## src/rtl/ni_recv_dma_pkg.sv

```systemverilog
// Shared types and constants for the NI receive DMA: FSM states, flit/word widths, byte-lane strobes.
package ni_pkg;

   localparam int unsigned FLIT_WIDTH     = 16;
   localparam int unsigned ADDR_WIDTH     = 32;
   localparam int unsigned LEN_WIDTH      = 16;
   localparam int unsigned FLITS_PER_WORD = 2;
   localparam int unsigned WORD_WIDTH     = FLIT_WIDTH * FLITS_PER_WORD;
   localparam int unsigned WB_WIDTH       = 4;

   localparam logic [WB_WIDTH-1:0] WB_NONE     = 4'b0000;
   localparam logic [WB_WIDTH-1:0] WB_WORD     = 4'b1111;
   localparam logic [WB_WIDTH-1:0] WB_LOW_HALF = 4'b0011;

   typedef enum logic [2:0] {
      IDLE    = 3'd0,
      HDR     = 3'd1,
      SIZE    = 3'd2,
      PAYLOAD = 3'd3,
      FLUSH   = 3'd4,
      DONE    = 3'd5
   } state_t;

endpackage

```

## src/rtl/ni_recv_dma_if.sv

```systemverilog
// Tile dual-port RAM port-B interface; the DMA drives it through the master modport.
interface interface_memory;

   logic                                 enable_in;
   logic [ni_pkg::WB_WIDTH-1:0]          wb_in;
   logic [ni_pkg::ADDR_WIDTH-1:0]        addr_in;
   logic [ni_pkg::WORD_WIDTH-1:0]        data_in;
   logic [ni_pkg::WORD_WIDTH-1:0]        data_out;

   modport master (output enable_in, wb_in, addr_in, data_in, input data_out);
   modport slave  (input enable_in, wb_in, addr_in, data_in, output data_out);

endinterface

```

## src/rtl/ni_recv_dma_packer.sv

```systemverilog
// Packs consecutive payload flits into 32-bit words; the first flit of a pair is held in low_half.
module flit_packer
   import ni_pkg::*;
(
   input  logic                  clock,
   input  logic                  reset,
   input  logic                  clear,
   input  logic                  flit_en,
   input  logic [FLIT_WIDTH-1:0] flit_data,
   output logic                  word_valid_c,
   output logic [WORD_WIDTH-1:0] word_data_c,
   output logic                  partial,
   output logic [FLIT_WIDTH-1:0] low_half
);

   // partial toggles per accepted flit; set means low_half holds an unpaired flit
   always_ff @(posedge clock or negedge reset) begin
      if (!reset) begin
         partial  <= 1'b0;
         low_half <= '0;
      end else if (clear) begin
         partial  <= 1'b0;
      end else if (flit_en) begin
         partial <= ~partial;
         if (!partial) begin
            low_half <= flit_data;
         end
      end
   end

   assign word_valid_c = flit_en & partial;
   assign word_data_c  = {flit_data, low_half};

endmodule

```

## src/rtl/ni_recv_dma.sv

```systemverilog
// Receive DMA: strips header/size flits, packs payload flit pairs into words and writes them to RAM port B.
// Optional RECV_DMA_BOUND_CHECK_EN drops words beyond cfg_max_words and reports them on overflow.
module ni_recv_dma
   import ni_pkg::*;
(
   input  logic                  clock,
   input  logic                  reset,
   input  logic                  cfg_start,
   input  logic [ADDR_WIDTH-1:0] cfg_base,
   input  logic [LEN_WIDTH-1:0]  cfg_max_words,
   input  logic                  flit_valid,
   input  logic [FLIT_WIDTH-1:0] flit_data,
   output logic                  flit_ready,
   interface_memory.master       mem_if,
   output logic                  busy,
   output logic                  done,
   output logic [LEN_WIDTH-1:0]  rx_words,
   output logic [FLIT_WIDTH-1:0] rx_src
`ifdef RECV_DMA_BOUND_CHECK_EN
   ,
   output logic                  overflow
`endif
);

   state_t                state_q, state_d;
   logic [ADDR_WIDTH-1:0] base_q, base_d;
   logic [LEN_WIDTH-1:0]  remaining_q, remaining_d;
   logic [LEN_WIDTH-1:0]  word_idx_q, word_idx_d;
   logic [LEN_WIDTH-1:0]  rx_words_d;
   logic [FLIT_WIDTH-1:0] rx_src_d;
   logic                  flit_ready_d, busy_d, done_d;
   logic                  mem_en_q, mem_en_d;
   logic [WB_WIDTH-1:0]   mem_wb_q, mem_wb_d;
   logic [ADDR_WIDTH-1:0] mem_addr_q, mem_addr_d;
   logic [WORD_WIDTH-1:0] mem_data_q, mem_data_d;

   logic                  xfer_c, pack_en_c, clear_c;
   logic                  issue_c, in_bound_c;
   logic [WB_WIDTH-1:0]   issue_wb_c;
   logic [WORD_WIDTH-1:0] issue_data_c;
   logic                  word_valid_c;
   logic [WORD_WIDTH-1:0] word_data_c;
   logic                  partial;
   logic [FLIT_WIDTH-1:0] low_half;

`ifdef RECV_DMA_BOUND_CHECK_EN
   logic [LEN_WIDTH-1:0]  max_q, max_d;
   logic                  dropped_q, dropped_d;
   logic                  overflow_d;
`else
   logic                  unused_cfg_max;
   assign unused_cfg_max = ^cfg_max_words;
`endif

   assign xfer_c    = flit_valid & flit_ready;
   assign pack_en_c = xfer_c && (state_q == PAYLOAD);

   flit_packer u_packer (
      .clock        (clock),
      .reset        (reset),
      .clear        (clear_c),
      .flit_en      (pack_en_c),
      .flit_data    (flit_data),
      .word_valid_c (word_valid_c),
      .word_data_c  (word_data_c),
      .partial      (partial),
      .low_half     (low_half)
   );

   // Next-state and next-output logic; every output is registered from its _d value
   always_comb begin
      state_d      = state_q;
      base_d       = base_q;
      remaining_d  = remaining_q;
      word_idx_d   = word_idx_q;
      rx_words_d   = rx_words;
      rx_src_d     = rx_src;
      mem_en_d     = 1'b0;
      mem_wb_d     = WB_NONE;
      mem_addr_d   = mem_addr_q;
      mem_data_d   = mem_data_q;
      clear_c      = 1'b0;
      issue_c      = 1'b0;
      issue_wb_c   = WB_WORD;
      issue_data_c = word_data_c;
`ifdef RECV_DMA_BOUND_CHECK_EN
      max_d        = max_q;
      dropped_d    = dropped_q;
      overflow_d   = overflow;
      in_bound_c   = (word_idx_q < max_q);
`else
      in_bound_c   = 1'b1;
`endif

      case (state_q)
         IDLE: begin
            if (cfg_start) begin
               base_d      = cfg_base;
               remaining_d = '0;
               word_idx_d  = '0;
               rx_words_d  = '0;
               clear_c     = 1'b1;
`ifdef RECV_DMA_BOUND_CHECK_EN
               max_d       = cfg_max_words;
               dropped_d   = 1'b0;
               overflow_d  = 1'b0;
`endif
               state_d     = HDR;
            end
         end
         HDR: begin
            if (xfer_c) begin
               rx_src_d = flit_data;
               state_d  = SIZE;
            end
         end
         SIZE: begin
            if (xfer_c) begin
               remaining_d = flit_data;
               state_d     = (flit_data == '0) ? DONE : PAYLOAD;
            end
         end
         PAYLOAD: begin
            if (xfer_c) begin
               remaining_d = remaining_q - LEN_WIDTH'(1);
               issue_c     = word_valid_c;
               if (remaining_q == LEN_WIDTH'(1)) begin
                  state_d = partial ? DONE : FLUSH;
               end
            end
         end
         FLUSH: begin
            issue_c      = 1'b1;
            issue_wb_c   = WB_LOW_HALF;
            issue_data_c = {FLIT_WIDTH'(0), low_half};
            state_d      = DONE;
         end
         DONE: begin
            state_d = IDLE;
         end
         default: begin
            state_d = IDLE;
         end
      endcase

      // Posted RAM write; address wraps modulo 2^ADDR_WIDTH
      if (issue_c && in_bound_c) begin
         mem_en_d   = 1'b1;
         mem_wb_d   = issue_wb_c;
         mem_addr_d = base_q + (ADDR_WIDTH'(word_idx_q) << 2);
         mem_data_d = issue_data_c;
         word_idx_d = word_idx_q + LEN_WIDTH'(1);
         rx_words_d = (rx_words == '1) ? rx_words : rx_words + LEN_WIDTH'(1);
      end
`ifdef RECV_DMA_BOUND_CHECK_EN
      if (issue_c && !in_bound_c) begin
         dropped_d = 1'b1;
      end
      if ((state_d == DONE) && (state_q != DONE)) begin
         overflow_d = dropped_d;
      end
`endif

      flit_ready_d = (state_d == HDR) || (state_d == SIZE) || (state_d == PAYLOAD);
      busy_d       = (state_d != IDLE);
      done_d       = (state_d == DONE);
   end

   always_ff @(posedge clock or negedge reset) begin
      if (!reset) begin
         state_q     <= IDLE;
         base_q      <= '0;
         remaining_q <= '0;
         word_idx_q  <= '0;
         rx_words    <= '0;
         rx_src      <= '0;
         flit_ready  <= 1'b0;
         busy        <= 1'b0;
         done        <= 1'b0;
         mem_en_q    <= 1'b0;
         mem_wb_q    <= WB_NONE;
         mem_addr_q  <= '0;
         mem_data_q  <= '0;
`ifdef RECV_DMA_BOUND_CHECK_EN
         max_q       <= '0;
         dropped_q   <= 1'b0;
         overflow    <= 1'b0;
`endif
      end else begin
         state_q     <= state_d;
         base_q      <= base_d;
         remaining_q <= remaining_d;
         word_idx_q  <= word_idx_d;
         rx_words    <= rx_words_d;
         rx_src      <= rx_src_d;
         flit_ready  <= flit_ready_d;
         busy        <= busy_d;
         done        <= done_d;
         mem_en_q    <= mem_en_d;
         mem_wb_q    <= mem_wb_d;
         mem_addr_q  <= mem_addr_d;
         mem_data_q  <= mem_data_d;
`ifdef RECV_DMA_BOUND_CHECK_EN
         max_q       <= max_d;
         dropped_q   <= dropped_d;
         overflow    <= overflow_d;
`endif
      end
   end

   assign mem_if.enable_in = mem_en_q;
   assign mem_if.wb_in     = mem_wb_q;
   assign mem_if.addr_in   = mem_addr_q;
   assign mem_if.data_in   = mem_data_q;

endmodule

```

## src/flat_wrapper.sv

```systemverilog
// flat-port wrapper written by rule: the top's interface ports become plain ports
module ni_recv_dma_flat import ni_pkg::*;
  (clock, reset, cfg_start, cfg_base, cfg_max_words, flit_valid, flit_data, flit_ready, busy, done, rx_words, rx_src, mem_if_enable_in, mem_if_wb_in, mem_if_addr_in, mem_if_data_in, mem_if_data_out);
  interface_memory mem_if_i ();
  input  logic clock;
  input  logic reset;
  input  logic cfg_start;
  input  logic [ADDR_WIDTH-1:0] cfg_base;
  input  logic [LEN_WIDTH-1:0] cfg_max_words;
  input  logic flit_valid;
  input  logic [FLIT_WIDTH-1:0] flit_data;
  output logic flit_ready;
  output logic busy;
  output logic done;
  output logic [LEN_WIDTH-1:0] rx_words;
  output logic [FLIT_WIDTH-1:0] rx_src;
  output wire logic [$bits(mem_if_i.enable_in)-1:0] mem_if_enable_in;
  output wire logic [$bits(mem_if_i.wb_in)-1:0] mem_if_wb_in;
  output wire logic [$bits(mem_if_i.addr_in)-1:0] mem_if_addr_in;
  output wire logic [$bits(mem_if_i.data_in)-1:0] mem_if_data_in;
  input wire logic [$bits(mem_if_i.data_out)-1:0] mem_if_data_out;
  assign mem_if_enable_in = mem_if_i.enable_in;
  assign mem_if_wb_in = mem_if_i.wb_in;
  assign mem_if_addr_in = mem_if_i.addr_in;
  assign mem_if_data_in = mem_if_i.data_in;
  assign mem_if_i.data_out = mem_if_data_out;
  ni_recv_dma u_core (.clock(clock), .reset(reset), .cfg_start(cfg_start), .cfg_base(cfg_base), .cfg_max_words(cfg_max_words), .flit_valid(flit_valid), .flit_data(flit_data), .flit_ready(flit_ready), .mem_if(mem_if_i), .busy(busy), .done(done), .rx_words(rx_words), .rx_src(rx_src));
endmodule
```

## config.mk

```make
export PLATFORM = sky130hd
export DESIGN_NAME = ni_recv_dma_flat
export DESIGN_NICKNAME = d
export VERILOG_FILES = /design/src/rtl/ni_recv_dma_pkg.sv /design/src/rtl/ni_recv_dma_if.sv /design/src/rtl/ni_recv_dma_packer.sv /design/src/rtl/ni_recv_dma.sv /design/src/flat_wrapper.sv
export SDC_FILE = /design/constraint.sdc
export NUM_CORES = 1
export LEC_CHECK = 0
export ABC_AREA = 1
export CAP_MARGIN = 20
export CORE_ASPECT_RATIO = 0.7
export CORE_UTILIZATION = 25
export DETAILED_ROUTE_END_ITERATION = 8
export GPL_ROUTABILITY_DRIVEN = 0
export GPL_TIMING_DRIVEN = 0
export PLACE_DENSITY = 0.57
export SKIP_LAST_GASP = 1
export SYNTH_ARGS = -nofsm -noshare
export SYNTH_HDL_FRONTEND = slang
export SYNTH_SLANG_ARGS = --single-unit
```

## constraint.sdc

```tcl
create_clock -name clock -period 1.9 [get_ports clock]
set_input_delay 0.19 -clock clock [delete_from_list [all_inputs] [get_ports clock]]
set_output_delay 0.19 -clock clock [all_outputs]
set_load 0.03 [all_outputs]
```

# Yosys cells after proc, flatten, opt, wreduce, memory -nomap -nowiden

Index checks and enable logic that the tools add are counted.

Logic and storage cells: 79
Output and inout port bits: 104
Flip-flop bits (word level): 188

Equality and inequality tests: 14
Bitwise operators: 4
Muxes and demuxes: 26
Reductions and logical operators: 16
Add/subtract/negate cells: 4

Operator list:

| operator                | count |
|---|---|
| $mux W16                | 7 |
| $pmux W16 S3            | 1 |
| $add A16 B1 Y16 const B | 2 |
| $add A32 B18 Y32        | 1 |
| $mux W32                | 1 |
| $mux W3                 | 6 |
| $eq A16 B1 Y1 const B   | 1 |
| $eq A16 B16 Y1 const B  | 1 |
| $logic_not A16 Y1       | 1 |
| $sub A16 B1 Y16 const B | 1 |
| $pmux W3 S5             | 1 |
| $eq A3 B2 Y1 const B    | 4 |
| $mux W4                 | 2 |
| $mux W1                 | 7 |
| $eq A3 B1 Y1 const B    | 2 |
| $eq A3 B3 Y1 const B    | 2 |
| $reduce_and A2 Y1       | 3 |
| $reduce_and A3 Y1       | 2 |
| $reduce_bool A2 Y1      | 3 |
| $reduce_bool A3 Y1      | 2 |
| $ne A2 B1 Y1 const B    | 2 |
| $ne A2 B2 Y1 const B    | 2 |
| $reduce_and A4 Y1       | 1 |
| $logic_not A3 Y1        | 1 |
| other kinds (5)         | 8 |

# Longest topological paths before layout

Gate-level depths: netlist of run 1.

Word-level depth: 7
Gate-level depth with buffers: 14
Mapped depth without buffers: 14

# By module

From an unflattened synthesis of run 1, not the netlist that was laid out.

Cell total of the unflattened synthesis: 1,306
Area, all modules: 9,999.6 um2

Modules (own cells, without submodules):

| module      | times used | cells an instance | area an instance (um2) |
|---|---|---|---|
| ni_recv_dma | 1          | 1,197             | 9,031.2 |
| flit_packer | 1          | 109               | 968.4 |

# Least setup slack after synthesis of run 1

No wires, ideal clock.

Path kind: register to register
Start point: register u_core.rx_words[0]
End point: register u_core.rx_words[3]
Slack: 0.016 ns
Stages on the path, launching flop included: 11
Library setup time: 0.074 ns
Data arrival time: 1.810 ns
Path through: dfrtp_1 ha_1 nand3_2 nor3_2 inv_2 nor2_2 nand3_2 nand2_4 buf_6 nand2_1 o21ai_2

Cells in the longest elaborated chain, start to end: 3
Elaborated cells between the ends (all ways): 6

RTL lines:

| element                                           | line               | RTL |
|---|---|---|
| start: declaration                                | ni_recv_dma.sv:17  | `output logic [LEN_WIDTH-1:0] rx_words,` |
| start signal: assignment                          | ni_recv_dma.sv:194 | `rx_words <= rx_words_d;` |
| $add A16 B1 Y16 or $eq A16 B16 Y1 (tied branches) | ni_recv_dma.sv:153 | `rx_words_d = (rx_words == '1) ? rx_words : rx_words + LEN_WIDTH'(1);` |
| $mux W16 or $ne A2 B2 Y1 (tied branches)          | n/a                |  |
| $mux W16 or $reduce_and A3 Y1 (tied branches)     | n/a                |  |

Parallel ways exist; a longest one is shown, timed or not. The select of a mux whose other input is x is not followed.
A chain may end at the register's enable or synchronous reset.

# Worst setup path in the final report of run 1

Start point: register u_core.base_q[2]
End point: register u_core.mem_addr_q[26] (netlist: u_core.mem_if.addr_in[26])

Cells in the longest elaborated chain, start to end: 1

RTL lines:

| element                  | line               | RTL |
|---|---|---|
| start: declaration       | ni_recv_dma.sv:26  | `logic [ADDR_WIDTH-1:0] base_q, base_d;` |
| start signal: assignment | ni_recv_dma.sv:191 | `base_q <= base_d;` |
| $add A32 B18 Y32         | ni_recv_dma.sv:150 | `mem_addr_d = base_q + (ADDR_WIDTH'(word_idx_q) << 2);` |
| end signal: assignment   | ni_recv_dma.sv:201 | `mem_addr_q <= mem_addr_d;` |
| end: declaration         | ni_recv_dma.sv:34  | `logic [ADDR_WIDTH-1:0] mem_addr_q, mem_addr_d;` |

No other way between the ends.

==> results of run 1 <==
==> metal layers <==
metal  wire (um)  up-vias  share of wire  GRT usage
li1            -     4543              -          -
met5           0        -              0          0
met2       13500      351           0.41      0.230
met4         550        0          0.017     0.0401
met3        2230       39          0.068     0.0361
met1       16400     4508           0.50      0.253
==> sequential cells by signal, summed over array words and instances (netlist names), 2 cells and up <==
signal,flops
u_core.base_q,32
u_core.mem_if.addr_in,32
u_core.mem_if.data_in,32
u_core.remaining_q,16
u_core.rx_src,16
u_core.rx_words,16
u_core.u_packer.low_half,16
u_core.word_idx_q,16
u_core.state_q,3
u_core.mem_if.wb_in,2
==> cells in the final DEF, fill, tap and decap left out, types with 3 or more instances in the layout <==
cell type,netlist,layout
nor3_2,3,3
buf_4,8,23
nand3_2,2,9
nand4_1,19,19
or2_2,4,4
o21ai_2,5,8
nand2_4,3,7
nor2_4,1,6
o21ai_0,113,106
nor2_1,70,59
dfrtp_2,0,13
nor4_1,4,3
inv_2,9,11
buf_2,11,10
o21ai_1,8,12
nor3_1,20,18
nand3_1,87,73
clkbuf_1,16,15
clkbuf_16,0,17
xnor2_1,11,10
a21oi_2,0,3
nor2_2,1,7
inv_1,153,151
ha_4,0,15
dfrtp_1,185,172
nand2_1,494,471
o22ai_1,9,9
nand2_2,3,22
ha_1,20,4
nor3_4,2,4
inv_6,0,4
buf_6,3,5
nand3_4,0,7
a21oi_1,20,17
xor2_1,8,8
clkdlybuf4s50_1,0,154
clkinv_4,0,3
==> stage by stage <==
step                instances  setup WS [ns]  area (sq um)
floorplan                1310         0.0157          9790
global placement         1992          -7.50         12000
finish                   2041       -0.00967         13300
global route             2041        -0.0997         13300
detailed placement       1993         -0.333         12000
CTS                      2027        -0.0316         12800
==> layout make-up <==
type,instances,area [sq um]
repair buffers,174,1730
well taps,527,659
inverters,164,616
multi-input cells,923,4840
clock buffers,18,429
flip-flops and latches,185,4650
clock inverters,12,143
fillers,4030,25200
plain buffers,38,218
==> worst paths after layout <==
path                                        endpoint  slack, ns  depth (start not counted)
setup / recovery           u_core.mem_if.addr_in[26]      -0.01                         14
min in group clock                 u_core.base_q[16]       0.30                          3
hold reg to reg             u_core.mem_if.data_in[2]       0.47                          2
setup reg to reg           u_core.mem_if.addr_in[26]      -0.01                         14
hold / removal                u_core.mem_if.wb_in[1]       0.30                          2
max in group asynchronous       u_core.word_idx_q[8]       0.59                          3
==> power by group through the flow <==
stage          registers [mW]  clock network, mW  logic (mW)
2_1_floorplan            7.91                  0        3.74
3_3_place_gp             6.64                  0        8.47
3_5_place_dp             6.65                  0        8.59
4_1_cts                  6.63               3.68        8.75
5_1_grt                  6.87               3.85        10.1
6_report                 6.70               3.60        9.18
==> synth_stat cells, drive strengths merged, types with 2 or more instances <==
library cell  count  area, sq um
clkbuf           16         60.1
o22ai             9         56.3
xor2              8         70.1
buf              22          149
or2               4         25.0
o21bai            2         15.0
nor3             25          163
xnor2            11         96.3
nand3b            2         15.0
nand4            19          119
nor2             72          280
clkinv            2         7.51
ha               20          250
nand2           500         1910
nand3            89          455
a21oi            20          100
inv             162          608
o21ai           126          649
nor4              4         25.0
dfrtp           185         4630
==> cells by family (layout without fill, tap and decap cells) <==
kind of cell    count (synthesis)  count (layout)  share of synthesized area
simple gates                  716             716                      0.306
buf+inv                       202             406                     0.0842
flops                         185             185                      0.473
compound gates                166             166                     0.0916
fa+ha+maj                      21              21                     0.0276
xor+xnor                       19              19                     0.0170
mux                             1               1                    0.00102
==> what timing repair did <==
action / in CTS / in global routing
buffers inserted: 3 / 14
resized for setup: 30 / 99
hold endpoints to repair: 66 / 0
hold buffers: 1 / 0
setup endpoints to repair: 34 / 87
pin swaps: 2 / 20
==> impl_metrics.json, run 1 <==
{
  "globalRouteOverflowTotal": 0,
  "grt_max_degree": 120,
  "crit_top_cell": "nand2_1",
  "antenna_found_initial": 0,
  "grt_pass1_vias": 8856,
  "area_delta_synth_final_pct": 35.6,
  "synth_edf_count": 0,
  "cp-end-kind": "flop",
  "netlist_area_sq_um": 9790,
  "drt_first_pass_iters": 5,
  "fmax_mhz": 524,
  "clock_power_share": 0.185,
  "fp.dieH_um": 168,
  "drt-total-wl_um": 32700,
  "critPathLaunch": "u_core.base_q[2]",
  "avgSynthCellArea_sq_um": 7.48,
  "n_antenna_cell": 0,
  "slew_viol_final": 0,
  "p_int_mw": 10.8,
  "max_stage_delay_ns": 0.37,
  "worstPathCellList": "ha_2, inv_2, fa_2, inv_2, nand3_2, nand3_4, nand2_4, nand2_4, nand3_4, nand2_2, nand2_1, nand2_1, nand2_1, nand2_1",
  "synth-async-reset-ratio": 1.00,
  "post-route-period-util": 1.01,
  "min-delay-path-class": "in -> async",
  "post_drt_wl_per_cell_um": 16.0,
  "swShare": 0.443,
  "num-nets-final": 1624,
  "tns_ns": -0.00967,
  "skew_ns": 0.0125,
  "synth_flop_cell": "dfrtp_1",
  "hold-worst-slack_ns": 0.296,
  "dp_hpwl_um": 24500,
  "drv_cap": 0,
  "setup.worst_path.start_class": "flop",
  "worst-path-buf-inv": 2,
  "r2r_start": "u_core.base_q[2]",
  "leakagePower_nw": 6.27,
  "cpMaxStageDelayCell": "dfrtp_1",
  "p_switching_mw": 8.64,
  "ys_ff_latch": 185,
  "syn_inst": 1310,
  "post-route-min-period_ns": 1.91,
  "io-pin-count": 204,
  "max-vdd-ir-drop_v": 0.000615,
  "cts_max_level": 4,
  "max_slew.worst_pin.slew_ns": 0.631,
  "required_ns": 2.28,
  "die-area_sq_um": 40000,
  "tritoncts": "yes",
  "path_delay_family": "simple AND/OR/NAND/NOR gates",
  "seq_power_share": 0.344,
  "numPortBuffers": 155,
  "initial_core_util": 0.254,
  "layout-drive-gt1-share": 0.129,
  "yosys_warnings": 0,
  "crit_arrival_ns": 2.29,
  "power.density_nw_per_um2": 1470,
  "violations": "setup timing",
  "comb_power_share": 0.471,
  "num_rows": 60,
  "vias_per_cell": 4.63,
  "cts_buffers": 17,
  "crit_type": "reg -> reg",
  "worst_slack_ns": -0.00967,
  "finalSetupViolCount": 1,
  "max-slew-margin-rel": 0.579,
  "clock_sinks": 185,
  "clockBufferDepth": 2,
  "num_vias": 9441,
  "cts_root_buffer": "clkbuf_16",
  "grt_first_pass_wirelength_um": 50900,
  "synth_cell_types": 44,
  "ys_seq_area_frac": 0.473,
  "finalHoldViolations": 0,
  "syn-num-nets": 1431,
  "fp.dieW_um": 239,
  "core_area_sq_um": 38500,
  "clk_latency_ns": 0.44,
  "clkTransAtPathRegs_ns": 0.07,
  "fin_util": 0.345,
  "ant_nets": 0,
  "drtIter0Drc": 832,
  "total_power_mw": 19.5,
  "outcome": "finished with violations",
  "route.detailed.drc": 0,
  "rsz0062_at_grt": "yes",
  "cp_max_fo": 3,
  "grt_use_total": 0.165
}
Power figures use the tool's default switching activity.
==> inputs of run 2 (changes only) <==
--- a/config.mk
+++ b/config.mk
@@ -10,9 +10,8 @@
 export CORE_ASPECT_RATIO = 0.7
 export CORE_UTILIZATION = 25
 export DETAILED_ROUTE_END_ITERATION = 8
-export GPL_ROUTABILITY_DRIVEN = 0
 export GPL_TIMING_DRIVEN = 0
-export PLACE_DENSITY = 0.57
+export PLACE_DENSITY = 0.56
 export SKIP_LAST_GASP = 1
 export SYNTH_ARGS = -nofsm -noshare
 export SYNTH_HDL_FRONTEND = slang
==> constraint.sdc (replaced) <==
create_clock -name clock -period 1.8 [get_ports clock]
set_input_delay 0.18 -clock clock [delete_from_list [all_inputs] [get_ports clock]]
set_output_delay 0.18 -clock clock [all_outputs]
set_load 0.03 [all_outputs]
==> impl_metrics.json, run 2 (synthesis gave the netlist of run 1 again) <==
{
  "numPortBuffers": 155,
  "drv_cap": 0,
  "power.density_nw_per_um2": 1540,
  "place_congestion": 0.954,
  "rsz0062_at_grt": "yes",
  "drt_first_pass_iters": 7,
  "finalHoldViolations": 0,
  "fmax_mhz": 534,
  "tritoncts": "yes",
  "grt_use_total": 0.165,
  "layout_common_cells": "nand2_1 (446), dfrtp_1 (166), inv_1 (143)",
  "antenna_found_initial": 1,
  "violations": "setup timing",
  "die-area_sq_um": 40000,
  "cp-end-kind": "flop",
  "required_ns": 2.13,
  "setup.worst_path.start_class": "flop",
  "min-delay-path-class": "in -> reg",
  "clockBufferDepth": 2,
  "slew_viol_final": 0,
  "route.detailed.drc": 0,
  "clock_sinks": 185,
  "globalRouteOverflowTotal": 0,
  "worst_slack_ns": -0.0721,
  "min_to": "u_core.base_q[15]",
  "skew_ns": 0.0172,
  "max-slew-margin-rel": 0.590,
  "grt_max_degree": 111,
  "post_drt_wl_per_cell_um": 16.2,
  "crit_arrival_ns": 2.20,
  "io-pin-count": 204,
  "n_fill_cell": 3958,
  "max-vdd-ir-drop_v": 0.000614,
  "outcome": "finished with violations",
  "hold-worst-slack_ns": 0.283,
  "num_vias": 9465,
  "max_slew.worst_pin.slew_ns": 0.615,
  "r2r_cells": 12,
  "grt_pass1_vias": 8851,
  "hold_path_depth": 3,
  "dp_hpwl_um": 24800,
  "core_area_sq_um": 38500,
  "cts_root_buffer": "clkbuf_16",
  "vias_per_cell": 4.57,
  "clkTransAtPathRegs_ns": 0.07,
  "num-nets-final": 1650,
  "initial_core_util": 0.254,
  "leakagePower_nw": 6.77,
  "reg2reg_to": "u_core.mem_if.addr_in[30]",
  "finalSetupViolCount": 6,
  "num_rows": 60,
  "drt-total-wl_um": 33500,
  "post-route-min-period_ns": 1.87,
  "clk_latency_ns": 0.45,
  "drtIter0Drc": 729,
  "n_antenna_cell": 0,
  "cts_max_level": 4,
  "grt_first_pass_wirelength_um": 50500,
  "area_delta_synth_final_pct": 42.0,
  "r2r_start": "u_core.base_q[13]",
  "fp.dieW_um": 239,
  "worstHoldStart": "cfg_base[15]",
  "fp.dieH_um": 168,
  "cp_max_fo": 4,
  "layout-drive-gt1-share": 0.191,
  "crit_type": "reg -> reg",
  "ant_nets": 0,
  "layout_commonest_cell": "nand2_1",
  "cts_buffers": 17,
  "r2r_slack_ns": -0.07,
  "post-route-period-util": 1.04,
  "fin_util": 0.361
}
-- run 2: cell types whose count changed in the layout (fill, tap and decap cells not counted), moves of 6 or more --
cell and change:
dfrtp_1 -6, nor2_2 +8, dlymetal6s2s_1 +9, nor2_1 -13
nand2_1 -25, dfrtp_2 +6, inv_1 -8, buf_4 +22
inv_2 +7, dlygate4sd2_1 +7, nand2_4 +11, clkdlybuf4s50_1 -16
nand2_2 +11
-- run 2: cell type report --
cell class,instances,area (sq um),share of cell area
clock buffer,17,425,0.0306
multi-input combinational,923,5140,0.370
sequential,185,4650,0.335
inverter,164,622,0.0447
tap,527,659,0.0474
clock inverter,15,174,0.0125
timing repair buffer,200,1990,0.143
buffer,38,248,0.0178
-- run 2: critical path: stages, from the launching register on --
cell and delay, ns:
dfrtp_1 0.43, ha_4 0.34, nand2_2 0.09, inv_1 0.11, nand2_2 0.12, nor2_4 0.14
nand2_4 0.06, nand3_4 0.11, nand2_2 0.07, nand3_1 0.07, nand2_1 0.08, nand2_2 0.09
nand2_1 0.05
-- run 2: timing repair --
action	CTS	global route
endpoints found under the setup margin	63	119
endpoints found under the hold margin	109	0
buffers inserted	10	31
hold buffers	1	0
pin swaps	15	46
gates resized for setup	83	171
gates cloned	0	1
-- run 2: worst max path at each step --
| stage | start | to | slack (ns) | depth (start not counted) |
|---|---|---|---|---|
| final | u_core.base_q[13] | u_core.mem_if.addr_in[30] | -0.07 | 12 |
| after detailed placement | flit_valid | u_core.mem_if.addr_in[14] | -0.48 | 10 |
| after global placement | reset | u_core.rx_words[0] | -8.45 | 1 |
| after global routing | u_core.base_q[13] | u_core.mem_if.addr_in[30] | -0.16 | 13 |
| after floorplan | u_core.word_idx_q[0] | u_core.mem_if.addr_in[26] | 0.03 | 13 |
| after CTS | u_core.word_idx_q[0] | u_core.mem_if.addr_in[26] | -0.09 | 14 |
-- run 2: routing by layer --
metal | routed length (um) | GRT usage | vias to the layer above
met5 | 12 | 0 | -
met4 | 643 | 0.0435 | 2
met3 | 1890 | 0.0328 | 36
met2 | 14000 | 0.235 | 264
met1 | 16900 | 0.249 | 4557
li1 | - | - | 4606
-- run 2: through the flow --
| step | worst slack [ns] | setup TNS [ns] | total power [mW] | instance area [sq um] | instances |
|---|---|---|---|---|---|
| global placement | -8.45 | -1460.69 | 16.0 | 12000 | 1992 |
| floorplan | 0.0324 | 0 | 12.3 | 9810 | 1310 |
| global route | -0.159 | -1.71 | 22.7 | 13900 | 2069 |
| detailed placement | -0.478 | -36.76 | 16.1 | 12100 | 1994 |
| CTS | -0.0881 | -0.189 | 20.6 | 13100 | 2037 |
| finish | -0.0721 | -0.154 | 21.4 | 13900 | 2069 |
-- run 2: power breakdown --
| part | switching, mW | internal [mW] |
|---|---|---|
| logic | 6.33 | 4.03 |
| clock network | 1.91 | 2.00 |
| registers | 1.37 | 5.73 |
| total | 9.61 | 11.8 |
==> inputs of run 3 (changes only) <==
==> constraint.sdc (replaced) <==
create_clock -name clock -period 2.4 [get_ports clock]
set_input_delay 0.24 -clock clock [delete_from_list [all_inputs] [get_ports clock]]
set_output_delay 0.24 -clock clock [all_outputs]
set_load 0.03 [all_outputs]
==> impl_metrics.json, run 3 (synthesis gave the netlist of run 1 again) <==
{
  "initial_core_util": 0.254,
  "max-slew-margin-rel": 0.446,
  "power.density_nw_per_um2": 1200,
  "fp.dieW_um": 239,
  "clk_latency_ns": 0.44,
  "dpl_cell_area_sq_um": 12100,
  "r2r_start": "u_core.word_idx_q[0]",
  "path_delay_family": "simple AND/OR/NAND/NOR gates",
  "reg2reg_to": "u_core.mem_if.addr_in[26]",
  "route.detailed.drc": 0,
  "cpMaxStageDelayCell": "dfrtp_1",
  "min-delay-path-class": "in -> async",
  "fp.dieH_um": 168,
  "post-cts-setup-buffer-count": 0,
  "crit_type": "reg -> reg",
  "crit_arrival_ns": 2.52,
  "io-pin-count": 204,
  "cts_root_buffer": "clkbuf_16",
  "finalSetupViolCount": 0,
  "ant_nets": 0,
  "layout_common_cells": "nand2_1 (493), dfrtp_1 (185), clkdlybuf4s50_1 (154)",
  "max_stage_delay_ns": 0.42,
  "finalHoldViolations": 0,
  "ff_latch_area_sq_um": 4630,
  "worst-path-buf-inv": 2,
  "r2r_slack_ns": 0.21,
  "antenna_found_initial": 1,
  "skew_ns": 0.0141,
  "num_vias": 9149,
  "worstPathCellList": "ha_1, inv_1, fa_1, inv_1, nand3_1, nand3_2, nand2_1, nand2_2, nand3_2, nand3_1, nand2_1, nand2_1, nand2_1",
  "max_slew.worst_pin.slew_ns": 0.832,
  "max-vdd-ir-drop_v": 0.000473,
  "clkTransAtPathRegs_ns": 0.08,
  "rsz0062_at_grt": "no",
  "fmax_mhz": 457,
  "cts_max_level": 4,
  "globalRouteOverflowTotal": 0,
  "worst_slack_ns": 0.210,
  "post_drt_wl_per_cell_um": 16.2,
  "required_ns": 2.73,
  "crit_top_cell": "nand2_1",
  "die-area_sq_um": 40000,
  "clockBufferDepth": 2,
  "num-nets-final": 1608,
  "drt_first_pass_iters": 7,
  "slew_viol_final": 0,
  "setup.worst_path.start_class": "flop",
  "layout-drive-gt1-share": 0.0647,
  "post-route-min-period_ns": 2.19,
  "tritoncts": "yes",
  "outcome": "completed",
  "dp_hpwl_um": 25600,
  "grt_pass1_vias": 8613,
  "vias_per_cell": 4.51,
  "dp_slack_ns": 0.0850,
  "post-route-period-util": 0.912,
  "drt-total-wl_um": 32900,
  "core_area_sq_um": 38500,
  "cts_buffers": 17,
  "grt_use_total": 0.167,
  "place_congestion": 0.922,
  "numPortBuffers": 155,
  "multiInputGateArea_sq_um": 4370,
  "leakagePower_nw": 6.15,
  "num_rows": 60,
  "cp_max_fo": 5,
  "grt_max_degree": 66,
  "n_fill_cell": 4068,
  "drtIter0Drc": 775,
  "total_power_mw": 15.4,
  "drv_cap": 0,
  "clock_sinks": 185,
  "grt_first_pass_wirelength_um": 51100,
  "fin_area_sq_um": 12800,
  "r2r_cells": 13,
  "tns_ns": 0,
  "area_delta_synth_final_pct": 30.6,
  "layout_commonest_cell": "nand2_1",
  "cp-end-kind": "flop"
}
## run 3: changes by cell type in the layout (fill, tap and decap cells not counted), moves of 16 or more
cell             previous run  this run
dfrtp_2                    19         0
nor2_1                     46        69
nand2_1                   446       493
nand2_2                    33         4
ha_1                        3        20
clkdlybuf4s50_1           138       154
dfrtp_1                   166       185
buf_4                      45         8
## run 3: cell type report
cell class	count	area share
antenna	2	0.000391
buffer	38	0.0163
clock buffer	18	0.0343
clock inverter	13	0.0187
inverter	164	0.0481
multi-input combinational	923	0.342
sequential	185	0.362
tap	527	0.0516
timing repair buffer	158	0.127
## run 3: per-layer routing
layer | wire (um) | up-vias | track usage
li1 | - | 4517 | -
met1 | 17400 | 4360 | 0.265
met2 | 13100 | 246 | 0.227
met3 | 1850 | 26 | 0.0300
met4 | 541 | 0 | 0.0432
met5 | 0 | - | 0
## run 3: worst max path at each step
stage / start / to / cells past startpoint
floorplan: u_core.rx_words[0] / u_core.rx_words[3] / 10
global placement: reset / u_core.mem_if.addr_in[28] / 1
detailed placement: u_core.word_idx_q[0] / u_core.mem_if.addr_in[26] / 13
CTS: u_core.word_idx_q[0] / u_core.mem_if.addr_in[26] / 13
global route: u_core.word_idx_q[0] / u_core.mem_if.addr_in[26] / 13
finish: u_core.word_idx_q[0] / u_core.mem_if.addr_in[26] / 13
## run 3: what timing repair did
item / in CTS / in global routing
setup endpoints to repair: 0 / 6
endpoints found under the hold margin: 60 / 0
gates resized for setup: 0 / 8
hold buffers: 1 / 0
## run 3: per-stage QoR
stage / cells / util / hold slack (ns)
4_1_cts: 2026 / 0.331 / 0.334
5_1_grt: 2027 / 0.332 / 0.342
3_5_place_dp: 1994 / 0.313 / 0.221
6_report: 2028 / 0.332 / 0.347
2_1_floorplan: 1310 / - / -0.0556
3_3_place_gp: 1992 / 0.312 / 0.457
## run 3: report_power, final
group / total, mW / switching [mW] / internal, mW
Clock: 3.30 / 1.31 / 1.99
Combinational: 6.83 / 4.38 / 2.45
Sequential: 5.26 / 0.964 / 4.29
Total: 15.4 / 6.65 / 8.74
## run 3: worst reg2reg max path, delay by kind of cell, from the launching register on
kind	cells	cell delay, ns
flip-flops	1	0.42
adder cells (fa/ha/maj)	2	0.60
AND/OR/NAND/NOR	9	0.87
buffers and inverters	2	0.20
==> RTL change 1 (flow settings as in run 2) <==
Re-encode `state_t` (6 states) as Gray code, 3 bits wide.
--- a/src/rtl/ni_recv_dma_pkg.sv
+++ b/src/rtl/ni_recv_dma_pkg.sv
@@ -13,12 +13,12 @@
    localparam logic [WB_WIDTH-1:0] WB_LOW_HALF = 4'b0011;
 
    typedef enum logic [2:0] {
-      IDLE    = 3'd0,
-      HDR     = 3'd1,
-      SIZE    = 3'd2,
-      PAYLOAD = 3'd3,
-      FLUSH   = 3'd4,
-      DONE    = 3'd5
+      IDLE    = 3'b000,
+      HDR     = 3'b001,
+      SIZE    = 3'b011,
+      PAYLOAD = 3'b010,
+      FLUSH   = 3'b110,
+      DONE    = 3'b111
    } state_t;
 
 endpackage
Function: same outputs for any inputs over 4 cycles, from zero or initial values and one cycle with reset low; so few cycles prove little.
==> RTL change 1 against run 2 <==
The flow still finishes with violations (setup timing). Sequential cell count stayed put. Sequential power down 2%. Count of clock-buffer cells in the layout rose by 1. Critical path depth unchanged. Synthesized area decreased by 3.4%. Worst setup slack got worse by 0.11 ns. Synthesized cell count fell by 8.7%. Utilization up 0.40 points. Cell area fell by 2.3%. Total power shrank 2.5%. Routed wire length down 4.3%. Cell count fell by 6.4%.
==> RTL change 1: results (changes against run 2) <==
[finish]
num-nets-final = 1556  ; -5.7%
numSequentialCells = 185  ; unchanged
nClkBuffers = 18  ; +1
register_cell_area_after_layout_sq_um = 4650  ; about the same
comb.multi_input.count = 828  ; -10%
post_route_cells_drive_above_1_share = 0.213  ; +0.0220
non_clock_buffer_count = 259  ; +8.8%
total_of_fill_cells_in_the_finished_design = 3798  ; -4.0%
area_share_nonclk_buffers = 0.176  ; +0.0151
multi_input_area_share = 0.356  ; -0.0135
antenna_fix_cells = 0  ; unchanged
clk_share = 0.0407  ; -0.00238
non_clock_inverter_count = 144  ; -12%

[logic_synthesis]
yosysUniqueCellTypes = 38  ; -14%
synth_compound_area_frac = 0.105  ; +0.0134
ys_seq_area_frac = 0.489  ; +0.0166
synth_adder_area_share = 0.0286  ; +0.000971
top_cells_by_instance_count_after_synthesis = sky130_fd_sc_hd__nand2_1, sky130_fd_sc_hd__dfrtp_1, sky130_fd_sc_hd__inv_1
yosys.area_share.xor_xnor = 0.0231  ; +0.00615
yosysWarningCount = 0  ; unchanged
postSynthNetCount = 1317  ; -8.0%
synth-main-ff-cell = sky130_fd_sc_hd__dfrtp_1
synth.area.mux_share = 0.0200  ; +0.0189
synth_area_leaders = sky130_fd_sc_hd__dfrtp_1, sky130_fd_sc_hd__nand2_1, sky130_fd_sc_hd__inv_1, sky130_fd_sc_hd__o21ai_0, sky130_fd_sc_hd__nand3_1

[route]
firstDrtPassIters = 5  ; -2
vias_per_instance = 4.64  ; +1.4%
drtIter0Drc = 565  ; -22%
post_drt_wl_per_cell_microns = 16.5  ; +2.3%

[global_routing]
grt_pass1_wl_mm = 48.2  ; -4.7%
pin_count_of_the_biggest_net_entering_global_routing = 95  ; -14%
antenna_violations_before_repair = 1  ; unchanged
groute.usage.overall = 0.165  ; +0.000387
grt_pass1_vias = 8576  ; -3.1%

[sta]
final.setup_skew_ns = 0.0199  ; +0.00272 ns
slew_headroom = 0.486  ; -0.104
setup_total_negative_slack_ns = -0.988  ; -0.833 ns
fin_ws_ns = -0.186  ; -0.114 ns
report.final.setup_viol = 10  ; +4

[die]
design.die.area_sq_um = 38600  ; -3.4%

[placement]
globalplace.congestion = 0.899  ; -5.8%
detailedPlacementHpwl_mm = 23.6  ; -4.7%
place_area_sq_um = 11700  ; -3.4%

[setup_path]
slowest_cell_on_the_critical_path = sky130_fd_sc_hd__dfrtp_1
crit_fanout = 6  ; +2
critical-path-max-stage-delay_ns = 0.38  ; -0.05 ns
worst_ep_arrival_time_ns = 2.34  ; +0.14 ns

[clock_network]
postCtsResizedCells = 90  ; +8.4%
path_clk_slew_ns = 0.09  ; +0.02 ns
post_cts_buffers = 22  ; +12
cts-htree-levels = 4  ; unchanged

[outcome]
violations = setup timing
status = finished with violations

[power_and_ir_drop]
swShare = 0.439  ; -0.0107
max-vdd-ir-drop_v = 0.000556  ; -9.5%
p_leak_nw = 6.41  ; -5.4%

-- RTL change 1: worst paths after layout --
path                                                  end  cells after the start  slack [ns]                        start
worst max-delay path            u_core.mem_if.addr_in[24]                     12       -0.19         u_core.word_idx_q[0]
worst min-delay path                     u_core.base_q[1]                      3        0.31                  cfg_base[1]
worst max register to register  u_core.mem_if.addr_in[24]                     12       -0.19         u_core.word_idx_q[0]
worst min register to register   u_core.mem_if.data_in[9]                      2        0.48  u_core.u_packer.low_half[9]
max in group asynchronous              u_core.rx_words[5]                      3        0.54                        reset
min in group asynchronous       u_core.mem_if.addr_in[23]                      2        0.32                        reset
-- RTL change 1: layer usage --
metal	share of wire	wire, microns	track usage
met2	0.42	13600	0.231
met1	0.50	16000	0.249
met4	0.023	752	0.0557
met3	0.052	1670	0.0319
met5	0.00025	8	0
-- RTL change 1: through the flow --
step	hold WS [ns]	std cells	total power, mW	util	setup WS [ns]
finish	0.310	1936	20.8	0.365	-0.186
global route	0.310	1936	22.1	0.365	-0.259
CTS	0.291	1895	19.9	0.342	-0.0649
detailed placement	0.255	1840	15.6	0.314	-0.527
global placement	0.457	1839	15.4	0.313	-7.53
floorplan	-0.116	1196	12.0	-	-0.0330
-- RTL change 1: power by group through the flow --
stage          Clock (mW)  Combinational (mW)  Sequential (mW)
2_1_floorplan           0                3.75             8.22
3_3_place_gp            0                8.50             6.92
3_5_place_dp            0                8.63             6.95
4_1_cts              3.81                9.09             6.96
5_1_grt              3.98                11.0             7.19
6_report             3.73                10.1             7.00
-- RTL change 1: cell families after synthesis --
family                   Yosys count
AND/OR/NAND/NOR                  580
AO/OA/AOI/OAI                    185
flip-flops                       185
buffers and inverters            183
XOR/XNOR                          25
adder cells (fa/ha/maj)           21
multiplexers                      17
==> RTL change 2 (settings of run 2) <==
Without the edit above. Take the reset off `rx_words`, `rx_src`, `mem_addr_q` and `mem_data_q` and load them in a clocked block of their own.
--- a/src/rtl/ni_recv_dma.sv
+++ b/src/rtl/ni_recv_dma.sv
@@ -172,15 +172,11 @@
          base_q      <= '0;
          remaining_q <= '0;
          word_idx_q  <= '0;
-         rx_words    <= '0;
-         rx_src      <= '0;
          flit_ready  <= 1'b0;
          busy        <= 1'b0;
          done        <= 1'b0;
          mem_en_q    <= 1'b0;
          mem_wb_q    <= WB_NONE;
-         mem_addr_q  <= '0;
-         mem_data_q  <= '0;
 `ifdef RECV_DMA_BOUND_CHECK_EN
          max_q       <= '0;
          dropped_q   <= 1'b0;
@@ -191,21 +187,24 @@
          base_q      <= base_d;
          remaining_q <= remaining_d;
          word_idx_q  <= word_idx_d;
-         rx_words    <= rx_words_d;
-         rx_src      <= rx_src_d;
          flit_ready  <= flit_ready_d;
          busy        <= busy_d;
          done        <= done_d;
          mem_en_q    <= mem_en_d;
          mem_wb_q    <= mem_wb_d;
-         mem_addr_q  <= mem_addr_d;
-         mem_data_q  <= mem_data_d;
 `ifdef RECV_DMA_BOUND_CHECK_EN
          max_q       <= max_d;
          dropped_q   <= dropped_d;
          overflow    <= overflow_d;
 `endif
       end
+   end
+
+   always_ff @(posedge clock) begin
+      rx_words   <= rx_words_d;
+      rx_src     <= rx_src_d;
+      mem_addr_q <= mem_addr_d;
+      mem_data_q <= mem_data_d;
    end
 
    assign mem_if.enable_in = mem_en_q;
Formal check against the unedited RTL: differs if reset is asserted again (counterexample within 4 cycles, from zero or initial values and one cycle with reset low); with reset held inactive, the same outputs for 10 cycles.
==> RTL change 2 against run 2 <==
The flow still finishes with violations (setup timing). Worst setup slack improved by 0.0069 ns. Total power fell by 20%. Sequential cell count did not move. Fmax rose by 0.37%. Worst hold slack improved by 0.0025 ns. Synthesized area fell by 5.1%. Combinational power fell by 35%. Routed wire length fell by 15%. Critical path depth fell by 3. Count of clock-buffer cells in the layout rose by 2. First-iteration DRC count fell by 0.14%. Global-route usage fell by 1.3 points. Cell area fell by 4.6%. Critical endpoint is now u_core.mem_if.addr_in[18].
==> RTL change 2: results (changes against run 2) <==
[outcome]
violations = setup timing
status = finished with violations

[setup_path]
slowest_cell_on_the_critical_path = sky130_fd_sc_hd__dfrtp_2
worst_ep_arrival_time_ns = 2.07  ; -0.13 ns

[finish]
post_route_cells_drive_above_1_share = 0.220  ; +0.0296
antenna_fix_cells = 2  ; +2
register_cell_area_after_layout_sq_um = 5130  ; +10%
num-nets-final = 1411  ; -14%
nClkBuffers = 19  ; +2

[sta]
hold-worst-slack_ns = 0.285  ; +0.00246 ns
report.final.setup_viol = 11  ; +5
fin_ws_ns = -0.0652  ; +0.00686 ns
final.setup_skew_ns = 0.0137  ; -0.00349 ns
worst_slew_pin_slew_ns = 0.550  ; -0.0658 ns

[die]
die_width_microns = 232  ; -2.6%

[route]
vias_per_instance = 4.53  ; -1.0%
met1_layer_wirelength_in_the_final_routing_mm = 13.1  ; -22%

[global_routing]
groute.usage.overall = 0.152  ; -0.0127
gr-usage-met3 = 0.0323  ; -0.000508
antenna_violations_before_repair = 2  ; +1
grt_pass1_vias = 7837  ; -11%

[logic_synthesis]
postSynthNetCount = 1174  ; -18%
synthesis.instances = 1053  ; -20%

[power_and_ir_drop]
swShare = 0.396  ; -0.0535

[clock_network]
postCtsResizedCells = 103  ; +24%

[min_path]
hold_path.class = in2async

RTL change 2: cell count changes after synthesis, moves of 10 or more:
| cell | before | now |
|---|---|---|
| sky130_fd_sc_hd__nand2_1 | 494 | 280 |
| sky130_fd_sc_hd__dfrtp_1 | 185 | 89 |
| sky130_fd_sc_hd__edfxtp_1 | 0 | 96 |
| sky130_fd_sc_hd__o21ai_0 | 113 | 42 |
| sky130_fd_sc_hd__nor2_1 | 70 | 108 |
| sky130_fd_sc_hd__a21oi_1 | 20 | 39 |
| sky130_fd_sc_hd__clkbuf_1 | 16 | 1 |
| sky130_fd_sc_hd__mux2_2 | 0 | 14 |
| sky130_fd_sc_hd__xor2_1 | 8 | 18 |
RTL change 2: kinds of logic after synthesis:
family                   synth area share
buffers and inverters              0.0753
adder cells (fa/ha/maj)            0.0291
flip-flops                          0.550
AO/OA/AOI/OAI                      0.0610
multiplexers                       0.0217
XOR/XNOR                           0.0198
AND/OR/NAND/NOR                     0.243
